`src/rtl/uart_tx_buf.sv`:
```
// Buffered 8N1 UART transmitter: bytes strobed in on din/din_rdy are queued in
// a small FIFO and shifted out LSB first on tx, frames back to back while data remains.
module uart_tx_buf #(
    parameter int CLK_FREQ = 100000000,
    parameter int BAUD     = 115200,
    parameter int DEPTH    = 16
) (
    input  logic       clk,
    input  logic       rst,
    input  logic [7:0] din,
    input  logic       din_rdy,
    output logic       full,
    output logic       empty,
    output logic       overflow,
    output logic       busy,
    output logic       tx
);

    localparam int DIV = CLK_FREQ / BAUD;
    localparam int AW  = $clog2(DEPTH);
    localparam int CW  = (DIV > 1) ? $clog2(DIV) : 1;
    localparam logic [AW:0]   FULL_COUNT = (AW + 1)'(DEPTH);
    localparam logic [CW-1:0] LAST_TICK  = CW'(DIV - 1);

    typedef enum logic [1:0] {IDLE, START, DATA, STOP} state_t;

    logic [7:0]    mem [DEPTH];
    logic [AW-1:0] wr_ptr;
    logic [AW-1:0] rd_ptr;
    logic [AW:0]   count;
    logic [AW:0]   count_next;

    state_t        state;
    logic [CW-1:0] baud_cnt;
    logic [2:0]    bit_idx;
    logic [7:0]    shift;

    logic last_tick;
    logic pop;
    logic push;

    assign last_tick = (baud_cnt == LAST_TICK);
    assign pop       = !empty && ((state == IDLE) || ((state == STOP) && last_tick));
    // A pop in the same cycle frees a slot, so a full FIFO can still accept.
    assign push      = din_rdy && (!full || pop);

    always_comb begin
        count_next = count;
        case ({push, pop})
            2'b10:   count_next = count + 1'b1;
            2'b01:   count_next = count - 1'b1;
            default: count_next = count;
        endcase
    end

    always_ff @(posedge clk) begin
        if (push) begin
            mem[wr_ptr] <= din;
        end
    end

    always_ff @(posedge clk or negedge rst) begin
        if (!rst) begin
            wr_ptr   <= '0;
            rd_ptr   <= '0;
            count    <= '0;
            full     <= 1'b0;
            empty    <= 1'b1;
            overflow <= 1'b0;
        end else begin
            if (push) begin
                wr_ptr <= wr_ptr + 1'b1;
            end
            if (pop) begin
                rd_ptr <= rd_ptr + 1'b1;
            end
            count    <= count_next;
            full     <= (count_next == FULL_COUNT);
            empty    <= (count_next == '0);
            overflow <= din_rdy && full && !pop;
        end
    end

    // tx and busy are registered from the current state, so the line trails the FSM by one cycle.
    always_ff @(posedge clk or negedge rst) begin
        if (!rst) begin
            state    <= IDLE;
            baud_cnt <= '0;
            bit_idx  <= '0;
            shift    <= '0;
            tx       <= 1'b1;
            busy     <= 1'b0;
        end else begin
            case (state)
                IDLE: begin
                    tx   <= 1'b1;
                    busy <= 1'b0;
                    if (pop) begin
                        shift    <= mem[rd_ptr];
                        baud_cnt <= '0;
                        state    <= START;
                    end
                end
                START: begin
                    tx   <= 1'b0;
                    busy <= 1'b1;
                    if (last_tick) begin
                        baud_cnt <= '0;
                        bit_idx  <= '0;
                        state    <= DATA;
                    end else begin
                        baud_cnt <= baud_cnt + 1'b1;
                    end
                end
                DATA: begin
                    tx   <= shift[0];
                    busy <= 1'b1;
                    if (last_tick) begin
                        baud_cnt <= '0;
                        shift    <= {1'b0, shift[7:1]};
                        if (bit_idx == 3'd7) begin
                            state <= STOP;
                        end else begin
                            bit_idx <= bit_idx + 1'b1;
                        end
                    end else begin
                        baud_cnt <= baud_cnt + 1'b1;
                    end
                end
                STOP: begin
                    tx   <= 1'b1;
                    busy <= 1'b1;
                    if (last_tick) begin
                        baud_cnt <= '0;
                        if (pop) begin
                            shift <= mem[rd_ptr];
                            state <= START;
                        end else begin
                            state <= IDLE;
                        end
                    end else begin
                        baud_cnt <= baud_cnt + 1'b1;
                    end
                end
                default: state <= IDLE;
            endcase
        end
    end

endmodule
```
`config.mk`:
```
export PLATFORM = sky130hd
export DESIGN_NAME = uart_tx_buf
export DESIGN_NICKNAME = d
export VERILOG_FILES = /design/src/rtl/uart_tx_buf.sv
export SDC_FILE = /design/constraint.sdc
export NUM_CORES = 1
export LEC_CHECK = 0
export CORE_ASPECT_RATIO = 0.8
export CORE_MARGIN = 10
export CORE_UTILIZATION = 62
export CTS_CLUSTER_DIAMETER = 200
export DETAILED_ROUTE_END_ITERATION = 10
export GPL_TIMING_DRIVEN = 1
export PLACE_DENSITY = 0.86
export SETUP_SLACK_MARGIN = 0.3
export SKIP_LAST_GASP = 1
export SYNTH_ARGS = -nofsm -noshare
export SYNTH_HDL_FRONTEND = slang
export SYNTH_SLANG_ARGS = --single-unit
```
`constraint.sdc`:
```
create_clock -name clk -period 4.35 [get_ports clk]
set_input_delay 0.435 -clock clk [delete_from_list [all_inputs] [get_ports clk]]
set_output_delay 0.435 -clock clk [all_outputs]
set_load 0.03 [all_outputs]
```
==> results of run 1 <==
[final cells by class]
type	instances	share of cell area, %
Tap cell	148	2.268
Timing Repair Buffer	23	2.513
Multi-Input combinational cell	266	27.63
Sequential cell	169	59.68
Inverter	15	0.6895
Clock buffer	18	5.256
Clock inverter	14	1.961
[layer usage]
layer  part of all wire, %  GRT usage [%]  up-vias
li1                      -              -     1877
met1                    41          23.96     2120
met2                    49          30.37      215
met3                   8.3          5.202       24
met4                   1.6          7.005        0
met5                     0              0        -
[cell usage after synthesis, drive strengths merged (2+ instances only)]
| cell type | number |
|---|---|
| a31oi | 5 |
| a211oi | 2 |
| mux4 | 19 |
| and2 | 4 |
| o21bai | 3 |
| nor2 | 26 |
| o211ai | 5 |
| mux2i | 28 |
| a21oi | 10 |
| clkbuf | 8 |
| dfrtp | 39 |
| mux2 | 7 |
| and3 | 2 |
| nand3 | 12 |
| nor2b | 6 |
| o21ai | 24 |
| a221o | 2 |
| nand2 | 18 |
| buf | 10 |
| a221oi | 7 |
| edfxtp | 128 |
| a22oi | 12 |
| nand2b | 10 |
| dfstp | 2 |
| nor3 | 8 |
| xor2 | 3 |
| o21a | 3 |
| inv | 15 |
| o31ai | 3 |
| o311ai | 2 |
| nand4 | 2 |
| xnor2 | 9 |
| o221ai | 3 |
| ha | 16 |
[registers in the layout (all words and copies together) (netlist names)]
signal / cells
mem: 128
baud_cnt: 10
shift: 8
count: 5
rd_ptr: 4
wr_ptr: 4
bit_idx: 3
state: 2
busy: 1
empty: 1
full: 1
overflow: 1
tx: 1
[power by group]
group	leakage, nW	internal [mW]	switching, mW	total [mW]
Clock	0.281	0.859	0.636	1.50
Sequential	1.66	1.92	0.110	2.03
Combinational	1.01	0.197	0.286	0.483
[kinds of logic (layout without fill, tap and decap cells)]
| logic type | after synthesis | in the layout | synth area share [%] |
|---|---|---|---|
| AND/OR/NAND/NOR | 96 | 96 | 7.234 |
| buffers and inverters | 33 | 70 | 2.113 |
| AO/OA/AOI/OAI | 87 | 87 | 8.437 |
| flip-flops | 169 | 169 | 66.91 |
| multiplexers | 54 | 54 | 10.81 |
| XOR/XNOR | 13 | 13 | 1.753 |
| adder cells (fa/ha/maj) | 16 | 16 | 2.749 |
[stage by stage]
step / total power, mW / cells / utilization [%] / instance area [sq um] / hold slack [ns]
floorplan: 2.360 / 468 / - / 7282 / 0.1394
global placement: 2.507 / 621 / 65.78 / 7576 / 0.4743
detailed placement: 2.538 / 621 / 65.78 / 7576 / 0.4806
CTS: 4.022 / 653 / 70.90 / 8165 / 0.1611
global route: 4.156 / 653 / 70.90 / 8165 / 0.2052
finish: 4.009 / 653 / 70.90 / 8165 / 0.1351
[worst paths after layout]
kind                           from         to  slack, ns
setup / recovery           state[0]       full       0.80
hold / removal                  rst   count[2]       0.14
setup reg to reg           state[0]       full       0.80
hold reg to reg            shift[6]   shift[6]       0.49
max in group asynchronous       rst  rd_ptr[0]       3.57
min in group clk           shift[6]   shift[6]       0.49
==> flow_metrics.env, run 1 <==
export IMPL_status="finished, final reports clean"
export IMPL_totalWireLength_um=14680
export IMPL_synth_distinct_cells=57
export IMPL_cts_max_path_buffers=2
export IMPL_hold_viol=0
export IMPL_fmaxAchievable_ghz=0.2820
export IMPL_drtIter0Drc=530
export IMPL_regArea_sq_mm=0.004873
export IMPL_io_buffers=15
export IMPL_multi_input_area_sq_mm=0.002256
export IMPL_cp_cell_sequence="inv_1 > ha_1 > inv_1 > a21oi_1 > ha_1 > xor2_1 > ha_1 > a21oi_1 > xnor3_1 > nand4bb_1 > a22oi_1 > nor2b_1"
export IMPL_antenna_found_initial=0
export IMPL_slew_headroom_pct=30.67
export IMPL_cts_sinks=169
export IMPL_grt_overflow=0
export IMPL_critPathKind="register to register"
export IMPL_detail_route_antenna_nets=0
export IMPL_synth_area_leaders="edfxtp_1, dfrtp_1, mux4_2"
export IMPL_num_rows=35
export IMPL_synth_top_cell_by_area="edfxtp_1"
export IMPL_first_pass_iters=5
export IMPL_crit_slowest_cell="a21oi_1"
export IMPL_end_kind="register"
export IMPL_vias=4236
export IMPL_antenna_cells=0
export IMPL_tightestPinTransition_ns=1.040
export IMPL_numCtsBuffers=17
export IMPL_p_leak_nw=2.949
export IMPL_period_needed_ns=3.546
export IMPL_setup_ws_ns=0.8042
export IMPL_final_common_cell="edfxtp_1"
export IMPL_path_buf_inv=2
export IMPL_synth_area_sq_mm=0.007282
export IMPL_yosys_warnings=0
export IMPL_grt_max_degree=42
export IMPL_ys_ff_latch=169
export IMPL_ios=16
export IMPL_fin_nets=519
export IMPL_maxCapViolCount=0
export IMPL_cp_data_arrival_time_ns=3.91
export IMPL_ctsHoldBuffers=0
export IMPL_setup_viol=0
export IMPL_die_area_sq_mm=0.01651
export IMPL_async_flop_share_pct=24.26
export IMPL_die_h_um=116.9
export IMPL_crit_family="compound AO/OA/AOI/OAI gates"
export IMPL_fin_worst_skew_ns=0.01510
export IMPL_grt_pass1_vias=4290
export IMPL_syn_inst=468
export IMPL_rsz0062_at_grt="false"
export IMPL_core_area_sq_mm=0.01152
export IMPL_grt_first_pass_wirelength_um=23380
export IMPL_nFillCells=678
export IMPL_yosys_area_top_type_share_pct=52.78
export IMPL_htree_levels=4
export IMPL_hpwl_um=9642
export IMPL_drv_slew=0
export IMPL_ys_seq_area_share_pct=66.91
export IMPL_synth_edf_count=128
export IMPL_ys_flop_type="edfxtp_1"
export IMPL_syn2layout_area_growth_pct=12.13
export IMPL_worstHoldPathType="input pin to asynchronous set/reset pin"
export IMPL_final_cell_mix="edfxtp_1, dfrtp_1, mux2i_1"
export IMPL_start_util_pct=63.23
export IMPL_root_buffer="clkbuf_16"
export IMPL_via_per_inst=6.487
export IMPL_power_density_mw_per_mm2=491.0
export IMPL_cts_tree="done"
export IMPL_path_depth=12
export IMPL_cp_required_ns=4.71
export IMPL_drc=0
export IMPL_post_cts_repair_setup_buffers=0
export IMPL_clkLatencyLatePin_ns=0.43
export IMPL_avgSynthCellArea_sq_um=15.56
export IMPL_ir_drop_uv=326.7
export IMPL_cp_common_cell="ha_1"
export IMPL_place_ws_ns=0.8644
export IMPL_cts_resized_gates=0
export IMPL_clk_pin_slew_worst_paths_ns=0.07
export IMPL_final_setup_tns_ns=0
export IMPL_wl_per_cell_um=22.48
export IMPL_drive_gt1_share_pct=15.84
export IMPL_gp_congestion=0.8591
export IMPL_die_w_um=141.2
export IMPL_max_stage_delay_ns=0.56
export IMPL_grtUsageTotal_pct=18.78
export IMPL_syn_nets=495
export IMPL_crit_fanout=10
export IMPL_period_share_pct=81.51
export IMPL_cp_start_kind="register"
export IMPL_reg2reg_depth=12
(Power assumes the default switching activity.)
==> inputs of run 2 (changes only) <==
--- a/config.mk
+++ b/config.mk
@@ -7,11 +7,11 @@
 export LEC_CHECK = 0
 export CORE_ASPECT_RATIO = 0.8
 export CORE_MARGIN = 10
-export CORE_UTILIZATION = 62
+export CORE_UTILIZATION = 56
 export CTS_CLUSTER_DIAMETER = 200
 export DETAILED_ROUTE_END_ITERATION = 10
 export GPL_TIMING_DRIVEN = 1
-export PLACE_DENSITY = 0.86
+export PLACE_DENSITY = 0.82
 export SETUP_SLACK_MARGIN = 0.3
 export SKIP_LAST_GASP = 1
 export SYNTH_ARGS = -nofsm -noshare
==> constraint.sdc (replaced) <==
create_clock -name clk -period 3.05 [get_ports clk]
set_input_delay 0.305 -clock clk [delete_from_list [all_inputs] [get_ports clk]]
set_output_delay 0.305 -clock clk [all_outputs]
set_load 0.03 [all_outputs]
==> run 2 against run 1 <==
Effect of this change:
- hold slack got worse by 0.11 ns
- design area rose by 3.4%
- via count rose by 1.2%
- critical path type unchanged
- clock skew fell by 0.0046 ns
- cell count rose by 8.6%
- global-route usage fell by 0.65 points
- die area rose by 9.0%
- combinational power rose by 68%
- sequential power rose by 43%
- sequential cell count did not move
- register-to-register slack got worse by 0.74 ns
- maximum frequency rose by 19%
==> flow_metrics.env, run 2 (same netlist as run 1, synthesis figures left out) <==
export IMPL_finalNonFillerCells=709
export IMPL_largest_register="mem"
export IMPL_first_pass_iters=5
export IMPL_crit_slowest_cell="dfrtp_1"
export IMPL_cts_sinks=169
export IMPL_ios=16
export IMPL_drtIter0Drc=566
export IMPL_dpl_instance_area_sq_mm=0.007786
export IMPL_clk_pin_slew_worst_paths_ns=0.06
export IMPL_placed_cells=667
export IMPL_cp_common_cell="ha_4"
export IMPL_nFillCells=863
export IMPL_critPathKind="register to register"
export IMPL_crit_fanout=4
export IMPL_rsz0062_at_grt="true"
export IMPL_grt_max_degree=42
export IMPL_largest_register_ff_count=128
export IMPL_slew_headroom_pct=38.02
export IMPL_final_area_sq_mm=0.008439
export IMPL_period_needed_ns=2.990
export IMPL_detail_route_antenna_nets=0
export IMPL_die_h_um=122.0
export IMPL_final_common_cell="edfxtp_1"
export IMPL_gp_congestion=0.8235
export IMPL_use_met2_pct=28.32
export IMPL_fin_hold_ws_ns=0.02014
export IMPL_grt_pass1_vias=4293
export IMPL_io_buffers=15
export IMPL_antenna_cells=0
export IMPL_fin_worst_skew_ns=0.01047
export IMPL_final_core_util_pct=66.05
export IMPL_grtUsageTotal_pct=18.13
export IMPL_path_buf_inv=1
export IMPL_period_share_pct=98.02
export IMPL_cp_data_arrival_time_ns=3.35
export IMPL_cp_required_ns=3.41
export IMPL_tightestPinTransition_ns=0.9297
export IMPL_numCtsBuffers=17
export IMPL_start_util_pct=56.99
export IMPL_drv_slew=0
export IMPL_via_per_inst=6.044
export IMPL_r2r_setup_slack_ns=0.06
export IMPL_hpwl_um=10020
export IMPL_use_met1_pct=24.55
export IMPL_vias=4285
export IMPL_wl_per_cell_um=22.06
export IMPL_p_leak_nw=3.084
export IMPL_clkLatencyLatePin_ns=0.42
export IMPL_power_density_mw_per_mm2=668.1
export IMPL_cts_tree="done"
export IMPL_drc=0
export IMPL_crit_family="simple AND/OR/NAND/NOR gates"
export IMPL_final_setup_tns_ns=0
export IMPL_core_area_sq_mm=0.01278
export IMPL_use_met3_pct=4.335
export IMPL_hold_viol=0
export IMPL_status="finished, final reports clean"
export IMPL_cp_cell_sequence="ha_4 > nor4b_4 > buf_4 > nand3_4 > o311ai_4 > nand2_4 > ha_4 > xor2_1 > ha_2 > o21a_1 > o21ai_1 > nand3_2 > xor2_2 > and2_1"
export IMPL_syn2layout_area_growth_pct=15.89
export IMPL_end_kind="register"
export IMPL_ctsHoldBuffers=0
export IMPL_cp_start_kind="register"
export IMPL_worstHoldPathType="input pin to asynchronous set/reset pin"
export IMPL_fmaxAchievable_ghz=0.3345
export IMPL_die_area_sq_mm=0.01799
export IMPL_ir_drop_uv=533.0
export IMPL_num_rows=37
export IMPL_cts_max_path_buffers=2
export IMPL_fin_nets=549
export IMPL_die_w_um=147.5
export IMPL_antenna_found_initial=0
export IMPL_final_cell_mix="edfxtp_1, dfrtp_1, buf_4"
export IMPL_htree_levels=4
export IMPL_grt_overflow=0
export IMPL_reg_largest_list="mem: 128 flops, baud_cnt: 10 flops, shift: 8 flops"
export IMPL_setup_viol=0
export IMPL_drive_gt1_share_pct=20.97
export IMPL_root_buffer="clkbuf_16"
export IMPL_multi_input_area_sq_mm=0.002322
export IMPL_regArea_sq_mm=0.004875
export IMPL_max_stage_delay_ns=0.42
export IMPL_maxCapViolCount=0
export IMPL_totalWireLength_um=15640
export IMPL_grt_first_pass_wirelength_um=24670
export IMPL_top_usage_layer="met2"
## run 2: metal layers
metal  vias to the layer above  wire (um)  share of wire, %
met1                      2134       6665                43
met5                         -          0                 0
met2                       207       7559                48
li1                       1919          -                 -
met3                        25       1153               7.4
met4                         0        264               1.7
## run 2: cell type report
| cell class | count | share of cell area (%) |
|---|---|---|
| clock inverters | 10 | 0.9489 |
| repair buffers | 53 | 5.293 |
| clock buffers | 21 | 5.219 |
| multi-input cells | 266 | 27.52 |
| well taps | 175 | 2.595 |
| flip-flops and latches | 169 | 57.76 |
| inverters | 15 | 0.6672 |
## run 2: power by group
part / switching, mW / total, mW / internal, mW
Clock: 0.818 / 1.92 / 1.10
Sequential: 0.166 / 2.90 / 2.74
Combinational: 0.462 / 0.812 / 0.349
## run 2: timing repair
item,CTS,global route
setup buffers,7,4
gates cloned,0,0
endpoints found under the setup margin,5,5
resized for setup,7,3
pin swaps,9,1
## run 2: worst paths after layout
check / cells after the start / to / from
max reg2reg: 14 / empty / baud_cnt[1]
min in group clk: 1 / shift[6] / shift[6]
max: 14 / empty / baud_cnt[1]
max in group asynchronous: 1 / baud_cnt[0] / rst
min: 1 / baud_cnt[4] / rst
min reg2reg: 1 / shift[6] / shift[6]
## run 2: metrics by stage
stage	total power [mW]	worst slack (ns)
floorplan	3.373	0.1261
global placement	3.620	0.2016
detailed placement	3.681	0.03242
CTS	5.624	0.1920
global route	5.839	-0.04225
finish	5.638	0.06027
==> inputs of run 3 (changes only) <==
--- a/config.mk
+++ b/config.mk
@@ -5,15 +5,17 @@
 export SDC_FILE = /design/constraint.sdc
 export NUM_CORES = 1
 export LEC_CHECK = 0
+export CAP_MARGIN = 10
 export CORE_ASPECT_RATIO = 0.8
 export CORE_MARGIN = 10
 export CORE_UTILIZATION = 56
 export CTS_CLUSTER_DIAMETER = 200
 export DETAILED_ROUTE_END_ITERATION = 10
 export GPL_TIMING_DRIVEN = 1
-export PLACE_DENSITY = 0.82
+export PLACE_DENSITY = 0.73
 export SETUP_SLACK_MARGIN = 0.3
 export SKIP_LAST_GASP = 1
+export SLEW_MARGIN = 10
 export SYNTH_ARGS = -nofsm -noshare
 export SYNTH_HDL_FRONTEND = slang
 export SYNTH_SLANG_ARGS = --single-unit
==> run 3 against run 2 <==
Effect of this change:
- setup slack improved by 0.11 ns
- register-to-register slack better by 0.11 ns
- critical path depth unchanged
- via count is 0.91% higher
- non-clock buffer count shrank 1
- clock power is 18% higher
- critical endpoint is now full
- routed wire length fell by 2.9%
- sequential power hardly changed
==> flow_metrics.env, run 3 (same netlist as run 1, synthesis figures left out) <==
export IMPL_rsz0062_at_grt="true"
export IMPL_start_util_pct=56.99
export IMPL_fmaxAchievable_ghz=0.3473
export IMPL_drtIter0Drc=433
export IMPL_fin_worst_skew_ns=0.009432
export IMPL_totalWireLength_um=15180
export IMPL_cp_start_kind="register"
export IMPL_end_kind="register"
export IMPL_htree_levels=4
export IMPL_cp_required_ns=3.36
export IMPL_grt_pass1_vias=4153
export IMPL_ir_drop_uv=525.7
export IMPL_clkLatencyLatePin_ns=0.43
export IMPL_die_w_um=147.5
export IMPL_detail_route_antenna_nets=0
export IMPL_finalNonFillerCells=709
export IMPL_largest_register="mem"
export IMPL_core_area_sq_mm=0.01278
export IMPL_tightestPinTransition_ns=0.9847
export IMPL_syn2layout_area_growth_pct=17.06
export IMPL_hpwl_um=9980
export IMPL_p_leak_nw=3.136
export IMPL_vias=4324
export IMPL_wl_per_cell_um=21.41
export IMPL_maxCapViolCount=0
export IMPL_cts_tree="done"
export IMPL_multi_input_area_sq_mm=0.002300
export IMPL_drv_slew=0
export IMPL_hold_viol=0
export IMPL_largest_register_ff_count=128
export IMPL_drive_gt1_share_pct=21.91
export IMPL_cp_data_arrival_time_ns=3.19
export IMPL_io_buffers=15
export IMPL_slew_headroom_pct=34.35
export IMPL_drc=0
export IMPL_first_pass_iters=5
export IMPL_worstHoldPathType="input pin to asynchronous set/reset pin"
export IMPL_numCtsBuffers=17
export IMPL_grt_max_degree=42
export IMPL_gp_congestion=0.8634
export IMPL_grtUsageTotal_pct=17.53
export IMPL_dpl_instance_area_sq_mm=0.007799
export IMPL_clk_pin_slew_worst_paths_ns=0.06
export IMPL_reg_largest_list="mem: 128 flops, baud_cnt: 10 flops, shift: 8 flops"
export IMPL_grt_first_pass_wirelength_um=23890
export IMPL_period_share_pct=94.39
export IMPL_final_cell_mix="edfxtp_1, dfrtp_1, buf_4"
export IMPL_period_needed_ns=2.879
export IMPL_num_rows=37
export IMPL_ctsHoldBuffers=0
export IMPL_final_common_cell="edfxtp_1"
export IMPL_cts_sinks=169
export IMPL_antenna_found_initial=0
export IMPL_status="finished, final reports clean"
export IMPL_placed_cells=667
export IMPL_regArea_sq_mm=0.004873
export IMPL_fin_nets=548
export IMPL_die_h_um=122.0
export IMPL_final_setup_tns_ns=0
export IMPL_ios=16
export IMPL_setup_viol=0
export IMPL_grt_overflow=0
export IMPL_nFillCells=880
export IMPL_die_area_sq_mm=0.01799
export IMPL_via_per_inst=6.099
export IMPL_final_area_sq_mm=0.008524
export IMPL_root_buffer="clkbuf_16"
export IMPL_antenna_cells=0
export IMPL_cts_max_path_buffers=2
export IMPL_power_density_mw_per_mm2=695.3
export IMPL_crit_fanout=3
export IMPL_critPathKind="register to register"
export IMPL_fin_hold_ws_ns=0.03030
export IMPL_reg2reg_depth=14
-- run 3: changes by cell type in the layout (fill, tap and decap cells not counted), sizes merged --
cell | before | now
buf | 39 | 38
clkbuf | 21 | 17
bufinv | 1 | 4
clkinvlp | 1 | 2
clkinv | 8 | 9
-- run 3: final timing paths --
path	to	start	slack, ns
min in group clk	baud_cnt[9]	baud_cnt[9]	0.49
max in group asynchronous	rd_ptr[0]	rst	2.35
worst max register to register	full	baud_cnt[0]	0.17
worst max-delay path	full	baud_cnt[0]	0.17
worst min register to register	baud_cnt[9]	baud_cnt[9]	0.49
worst min-delay path	count[4]	rst	0.03
-- run 3: power by group --
group	total, mW	switching (mW)	internal (mW)
logic	0.774	0.430	0.344
clock network	2.26	0.887	1.37
registers	2.90	0.159	2.74
-- run 3: critical path: stages (launching register included) --
cell and delay (ns):
dfrtp_1 0.39, ha_2 0.20, nor4b_4 0.22, buf_4 0.17, nand3_4 0.08, o311ai_4 0.29, nand2_4 0.11, ha_4 0.18
xor2_1 0.16, ha_2 0.22, a21oi_4 0.15, xnor3_1 0.25, nand4bb_1 0.12, a22oi_2 0.09, nor2b_1 0.14
-- run 3: area by class of cell --
type	instances	area share [%]
inverters	15	0.6605
clock buffers	17	4.990
repair buffers	52	5.255
flip-flops and latches	169	57.17
multi-input cells	266	26.98
well taps	175	2.569
clock inverters	15	2.378
-- run 3: what timing repair did --
| item | 4_1_cts | 5_1_grt |
|---|---|---|
| gates cloned | 0 | 0 |
| buffers inserted | 7 | 3 |
| endpoints found under the setup margin | 4 | 5 |
| gates resized for setup | 4 | 1 |
| pin swaps | 7 | 2 |
-- run 3: layer usage --
layer  up-vias  share of wire, %  global-route usage (%)  routed length [um]
met5         -                 0                       0                   0
met4         0               1.8                   6.304                 269
met3        22               7.2                   4.928                1100
met2       164                48                   26.10                7216
met1      2208                43                   24.35                6596
li1       1930                 -                       -                   -
-- run 3: through the flow --
| step | setup slack, ns | utilization (%) | total power [mW] |
|---|---|---|---|
| 6_report | 0.1710 | 66.72 | 5.927 |
| 5_1_grt | 0.004452 | 66.72 | 6.147 |
| 4_1_cts | 0.2421 | 66.54 | 5.954 |
| 3_5_place_dp | 0.08077 | 61.04 | 3.668 |
| 3_3_place_gp | 0.1907 | 61.04 | 3.625 |
| 2_1_floorplan | 0.1261 | - | 3.373 |
